`config.mk`:
```
export PLATFORM = sky130hd
export DESIGN_NAME = pool_max_2x2
export DESIGN_NICKNAME = d
export VERILOG_FILES = /design/src/rtl/pool_max_2x2.sv
export SDC_FILE = /design/constraint.sdc
export NUM_CORES = 1
export LEC_CHECK = 0
export CORE_UTILIZATION = 50
export CTS_CLUSTER_SIZE = 30
export DETAILED_ROUTE_END_ITERATION = 7
export PLACE_DENSITY = 0.65
export SLEW_MARGIN = 30
export SYNTH_ARGS = -nofsm -noshare
export SYNTH_HDL_FRONTEND = slang
export SYNTH_SLANG_ARGS = --single-unit
```
`constraint.sdc`:
```
create_clock -name clk -period 8.9 [get_ports clk]
set_input_delay 1.335 -clock clk [delete_from_list [all_inputs] [get_ports clk]]
set_output_delay 1.335 -clock clk [all_outputs]
set_load 0.01 [all_outputs]
```
`src/rtl/pool_max_2x2.sv`:
```
// 2x2 stride-2 max pooling over a raster stream of binary16 values, half-width line buffer.
// Optional macro POOL_RELU_EN clamps every sample with the sign bit set (including -0) to +0 first.
module pool_max_2x2 #(
  parameter int DATA_WIDTH = 16,
  parameter int IMG_WIDTH  = 28,
  parameter int IMG_HEIGHT = 28
) (
  input  logic                  clk,
  input  logic                  reset,
  input  logic                  in_valid,
  output logic                  in_ready,
  input  logic [DATA_WIDTH-1:0] in_data,
  output logic                  out_valid,
  input  logic                  out_ready,
  output logic [DATA_WIDTH-1:0] out_data,
  output logic                  out_last
);

  localparam int CW = (IMG_WIDTH > 2) ? $clog2(IMG_WIDTH) : 1;
  localparam int RW = (IMG_HEIGHT > 2) ? $clog2(IMG_HEIGHT) : 1;
  localparam int LD = IMG_WIDTH / 2;
  localparam int LW = (LD > 1) ? $clog2(LD) : 1;

  // Map binary16 onto an unsigned key so one magnitude compare gives a total order (-0 < +0).
  function automatic logic [DATA_WIDTH-1:0] order_key(input logic [DATA_WIDTH-1:0] x);
    return x[DATA_WIDTH-1] ? ~x : (x ^ {1'b1, {(DATA_WIDTH-1){1'b0}}});
  endfunction

  function automatic logic [DATA_WIDTH-1:0] fmax(input logic [DATA_WIDTH-1:0] a,
                                                 input logic [DATA_WIDTH-1:0] b);
    return (order_key(b) > order_key(a)) ? b : a;
  endfunction

  logic [CW-1:0]         col_q, col_d;
  logic [RW-1:0]         row_q, row_d;
  logic [DATA_WIDTH-1:0] prev_q;
  logic [DATA_WIDTH-1:0] lb_rd_q;
  logic [DATA_WIDTH-1:0] linebuf [LD];
  logic                  out_valid_q, out_valid_d;
  logic [DATA_WIDTH-1:0] out_data_q, out_data_d;
  logic                  out_last_q, out_last_d;

  logic                  accept;
  logic                  col_last;
  logic                  row_last;
  logic                  load;
  logic [LW-1:0]         lb_idx;
  logic [DATA_WIDTH-1:0] sample;
  logic [DATA_WIDTH-1:0] pair_max;
  logic [DATA_WIDTH-1:0] window_max;

`ifdef POOL_RELU_EN
  assign sample = in_data[DATA_WIDTH-1] ? '0 : in_data;
`else
  assign sample = in_data;
`endif

  assign in_ready   = !out_valid_q || out_ready;
  assign accept     = in_valid && in_ready;
  assign col_last   = (col_q == CW'(IMG_WIDTH - 1));
  assign row_last   = (row_q == RW'(IMG_HEIGHT - 1));
  assign lb_idx     = LW'(col_q >> 1);
  assign pair_max   = fmax(prev_q, sample);
  assign window_max = fmax(lb_rd_q, pair_max);
  assign load       = accept && row_q[0] && col_q[0];

  always_comb begin
    col_d = col_q;
    row_d = row_q;
    if (accept) begin
      if (col_last) begin
        col_d = '0;
        row_d = row_last ? '0 : row_q + 1'b1;
      end else begin
        col_d = col_q + 1'b1;
      end
    end
  end

  always_comb begin
    out_valid_d = out_valid_q;
    out_data_d  = out_data_q;
    out_last_d  = out_last_q;
    if (out_valid_q && out_ready) begin
      out_valid_d = 1'b0;
    end
    if (load) begin
      out_valid_d = 1'b1;
      out_data_d  = window_max;
      out_last_d  = row_last && col_last;
    end
  end

  always_ff @(posedge clk or negedge reset) begin
    if (!reset) begin
      col_q       <= '0;
      row_q       <= '0;
      out_valid_q <= 1'b0;
      out_data_q  <= '0;
      out_last_q  <= 1'b0;
    end else begin
      col_q       <= col_d;
      row_q       <= row_d;
      out_valid_q <= out_valid_d;
      out_data_q  <= out_data_d;
      out_last_q  <= out_last_d;
    end
  end

  // Datapath storage needs no reset: every entry is written before it is read in a frame.
  // The line buffer read is registered on the even column so the odd column finds it ready.
  always_ff @(posedge clk) begin
    if (accept && !col_q[0]) begin
      prev_q <= sample;
    end
    if (accept && !row_q[0] && col_q[0]) begin
      linebuf[lb_idx] <= pair_max;
    end
    if (accept && row_q[0] && !col_q[0]) begin
      lb_rd_q <= linebuf[lb_idx];
    end
  end

  assign out_valid = out_valid_q;
  assign out_data  = out_data_q;
  assign out_last  = out_last_q;

endmodule

```
# Word-level counts from Yosys, hierarchy flattened
# Memories as Yosys holds them, arrays and structs flattened. A register that Yosys moved wholly into a read port is not among the register bits.
# Cells that the tools add are included.
totals:
  register_bits: 44
  ram_bits: 224
  inputBits: 20
  output_inout_bits: 19
  elab_cells: 48
  mem_count: 1
op_classes:
  n_addsub: 2
  magnitude_cmp: 2
  eq_ne: 2
  muxes: 12
  bitwise: 8
  reduce_logical: 15
mem_list:
  columns: ["name", "words", "width", "rd", "rd_clocked_by_memory_dff", "wr", "line", "text"]
  rows:
  - ["linebuf", 14, 16, 1, 1, 1, "38", "logic [DATA_WIDTH-1:0] linebuf [LD];"]
ops:
  columns: ["operator", "count"]
  rows:
  - ["16-bit 2-to-1 mux", 6]
  - ["16-bit NOT", 4]
  - ["16-bit greater-than comparator", 2]
  - ["5-bit by 1-bit adder with 5-bit output, second input constant", 2]
  - ["5-bit == test, second input constant", 2]
  - ["5-bit 2-to-1 mux", 2]
  - ["1-bit logical AND", 9]
  - ["1-bit 2-to-1 mux", 4]
  - ["1-bit NOT", 4]
  - ["1-bit logical NOT", 3]
  - ["2-bit AND reduction", 1]
  - ["2-bit nonzero test", 1]
  - ["1-bit logical OR", 1]

# Logic depth before layout (Yosys ltp)
depth:
  word_depth: 8
  depth_mapped: 20
  depth_no_buf: 16

# Worst setup path before layout
# Ideal clock, no wire load.
synth_timing:
  kind: "input -> register"
  startpoint: "in in_data[15]"
  endpoint: "reg out_data_q[10], in the netlist out_data[10]"
  setup_time_ps: 126
  arrival_time_ps: 5839
  required_ps: 8774
  slack_ps: 2935
  cell_stages: 20
  n_path_buf: 5
  path_cell_list: "buf_2 -> buf_1 -> xor2_1 -> ha_1 -> nand4_2 -> nor4_2 -> o21ai_1 -> a31oi_4 -> mux2i_4 -> buf_8 -> xnor2_2 -> ha_1 -> nand4_1 -> nor4_1 -> a21boi_1 -> a2111o_1 -> and3b_1 -> clkbuf_1 -> buf_2 -> a221o_1"
synth_via:
  elab_chain_cells: 8
  elab_cells_between_ends: 10
  cone_classes: "order compare: 2; mux: 4; bitwise: 4"
synth_lines:
  columns: ["element", "line", "text"]
  rows:
  - ["start, declared", "12", "input logic [DATA_WIDTH-1:0] in_data,"]
  - ["1-bit NOT (no source line) or 16-bit NOT (tied branches)", null, null]
  - ["16-bit 2-to-1 mux", "26", "return x[DATA_WIDTH-1] ? ~x : (x ^ {1'b1, {(DATA_WIDTH-1){1'b0}}});"]
  - ["16-bit greater-than comparator", "31", "return (order_key(b) > order_key(a)) ? b : a;"]
  - ["16-bit 2-to-1 mux *", "31", null]
  - ["16-bit NOT or 1-bit NOT (tied branches)", null, null]
  - ["16-bit 2-to-1 mux", "26", null]
  - ["16-bit greater-than comparator", "31", null]
  - ["16-bit 2-to-1 mux *", "31", null]
  - ["end signal, assigned", "105", "out_data_q <= out_data_d;"]
  - ["end, declared", "40", "logic [DATA_WIDTH-1:0] out_data_q, out_data_d;"]
# Mark *: on every way between the ends. The rest lies on a longest branch, timed or not.
# A chain may end at the register's enable or synchronous reset.

# Final worst setup path
layout_timing:
  startpoint: "in in_data[14]"
  endpoint: "reg out_data_q[14], in the netlist out_data[14]"
layout_via:
  elab_chain_cells: 8
  elab_cells_between_ends: 9
  cone_classes: "order compare: 2; mux: 4; bitwise: 3"
layout_lines:
  columns: ["element", "line"]
  rows:
  - ["16-bit NOT", "26"]
  - ["16-bit 2-to-1 mux", "26"]
  - ["16-bit greater-than comparator", "31"]
  - ["16-bit 2-to-1 mux *", "31"]
  - ["16-bit NOT or 1-bit NOT (tied branches)", null]
  - ["16-bit 2-to-1 mux", "26"]
  - ["16-bit greater-than comparator", "31"]
  - ["16-bit 2-to-1 mux *", "31"]
# Marked as above.

==> reports/results.ini <==
[outcome]
status=completed

[die]
ioPinCount=39
die_x_microns=159
dieArea_sq_um=25400
die_h_microns=159
rows=57
core_area_sq_um=24300
start_util=0.509

[sta]
setup_tns_ps=0
setup_viol=0
timing.fmax_mhz=162
slew_headroom=0.381
timing.final.crit_period_ps=6180
fin_ws_ps=2720
tightest_slew_ps=929
hold_viol=0
rsz0062_at_grt=false
maxSlewViolCount=0
finalCritPeriodShare=0.695
finClkSkew_ps=10.9

[clock_tree]
root_buffer=clkbuf_16
clock_latency_ps=540
ctsHoldBuffers=0
path_clk_slew_ps=60
post_cts_resized=0
clkSinkCount=284
cts_made_buffers=29
max-clock-path-buffers=3
htree_levels=1
post_cts_buffers=0
cts_tree=built

[setup_path]
critPathArrivalTime_ps=6660
path_class=input port to flip-flop
critPathRequiredTime_ps=9370
critPathCaptureType=flip-flop
startpoint_type=input port
reg2reg_from=prev_q[15]
crit_fanout=16
crit_start=in_data[14]

[routing]
detail_route.first_pass.iterations=5
viasPerCell=5.94
drc=0
wl_per_cell_microns=24.4
vias=6365
dr.first_iter.drc_count=502
antenna_left=0
drt_wl_total_microns=26100

[synthesis]
yosys_warnings=0
synth-main-ff-cell=edfxtp_1
synth_area_leaders=edfxtp_1, mux4_2, dfrtp_1, ha_1, xnor2_1
ys_ff_latch=284
synth_edf_count=256
ys_types=46
synthArstFlopShare=0.0986
synth_top_area_share=0.621
synth_area_sq_um=12400
syn_nets=726
synth.largest_area_cell=edfxtp_1
synth.avg_cell_area_sq_um=18.4
yosysSeqAreaShare=0.677
syn-instance-count=672

[placed_design]
portBuffers=38
dpl_worst_slack_ps=1440
dp_hpwl_microns=16300
placed_area_sq_um=13200
gp_congestion=0.831

[cells_and_area]
drive_above_1_share=0.242
final_core_util=0.578
final_common_cell=edfxtp_1
final_cell_mix=edfxtp_1, mux4_2, clkdlybuf4s50_1
synthToLayoutAreaGrowth_pct=13.5
finalNetCount=783
stdcell_area_sq_um=14100
antennaDiodeCount=0

[grt]
track_usage=0.213
grt_pass1_vias=6649
antenna_found_initial=0
grt_first_pass_wirelength_microns=40200
grt_max_degree=59
grt_overflow=0

[job]
maxCapViolations=0

[power]
power_per_cell_area_nw_per_um2=286
peakVddDrop_v=0.000137
power_uw=4020
leakage_uw=0.00477

[min_path]
hold_class=flip-flop to flip-flop
min_from=out_last

==> report_power, final <==
part / leakage [uW] / switching (uW) / internal, uW
clock: 0.000430 / 484 / 622
sequential: 0.00269 / 84.3 / 1660
combinational: 0.00165 / 604 / 570
total: 0.00477 / 1170 / 2850
==> worst max-delay path: stages <==
cell and delay (ps):
clkdlybuf4s50_1 470, xor2_1 180, ha_1 340, nand4_2 150, nor4_2 330, o21ai_1 150, a31oi_4 660, mux2i_4 640
buf_8 260, xnor2_2 80, ha_1 300, nand4_1 160, nor4_1 390, a21boi_1 220, a2111o_1 150, and3b_1 570
a221o_1 260
==> cells in the mapped netlist, drive strengths merged, types with 2 or more instances <==
cell / instances
a21o: 3
a21oi: 13
a221o: 16
a31oi: 2
and2: 19
buf: 20
clkbuf: 14
dfrtp: 28
edfxtp: 256
ha: 34
inv: 4
mux2: 31
mux4: 64
nand2: 32
nand2b: 7
nand3: 9
nand4: 6
nand4b: 2
nor2: 17
nor3: 7
nor4: 3
o21ai: 13
xnor2: 44
xor2: 16
==> per-layer routing <==
layer | share of wire | global-route usage | vias up
met2 | 0.49 | 0.349 | 205
met3 | 0.055 | 0.0318 | 45
li1 | - | - | 2781
met4 | 0.026 | 0.0647 | 0
met5 | 0 | 0 | -
met1 | 0.43 | 0.298 | 3334
==> cell families (layout without fill, tap and decap cells) <==
logic type / count (synthesis) / count (layout) / synth area share
AOI/OAI and AO/OA: 53 / 53 / 0.0316
xor gates and xnor gates: 60 / 60 / 0.0479
and+or+nand+nor: 107 / 107 / 0.0451
buffers and inverters: 38 / 114 / 0.0141
DFF: 284 / 284 / 0.677
adders and majority gates: 34 / 34 / 0.0344
muxes: 96 / 96 / 0.149
==> metrics by stage <==
stage                     hold WS, ps  std cells
final                             491       1072
after global routing              523       1072
after CTS                         502       1072
after detailed placement          485       1022
after global placement            475       1021
after floorplan                   461        672
==> layout make-up <==
class                   instances  area [sq um]
clock buffers                  33           741
inverters                       4          15.0
clock inverters                17           113
well taps                     324           405
repair buffers                 60           548
fillers                      1784         10300
multi-input cells             350          3840
flip-flops and latches        284          8390
==> path summary, 6_finish.rpt <==
check,depth (start not counted),slack (ps),endpoint
max,17,2720,out_data[14]
min,2,490,out_last
max reg2reg,16,2960,out_data[14]
min reg2reg,2,490,out_last
max in group asynchronous,2,7420,col_q[1]
min in group asynchronous,2,1180,out_valid
==> registers in the layout, indices dropped and copies added (netlist names) <==
register and flops:
col_q 5, lb_rd_q 16, linebuf 224, out_data 16, out_last 1, out_valid 1
prev_q 16, row_q 5
(Power assumes the default switching activity.)
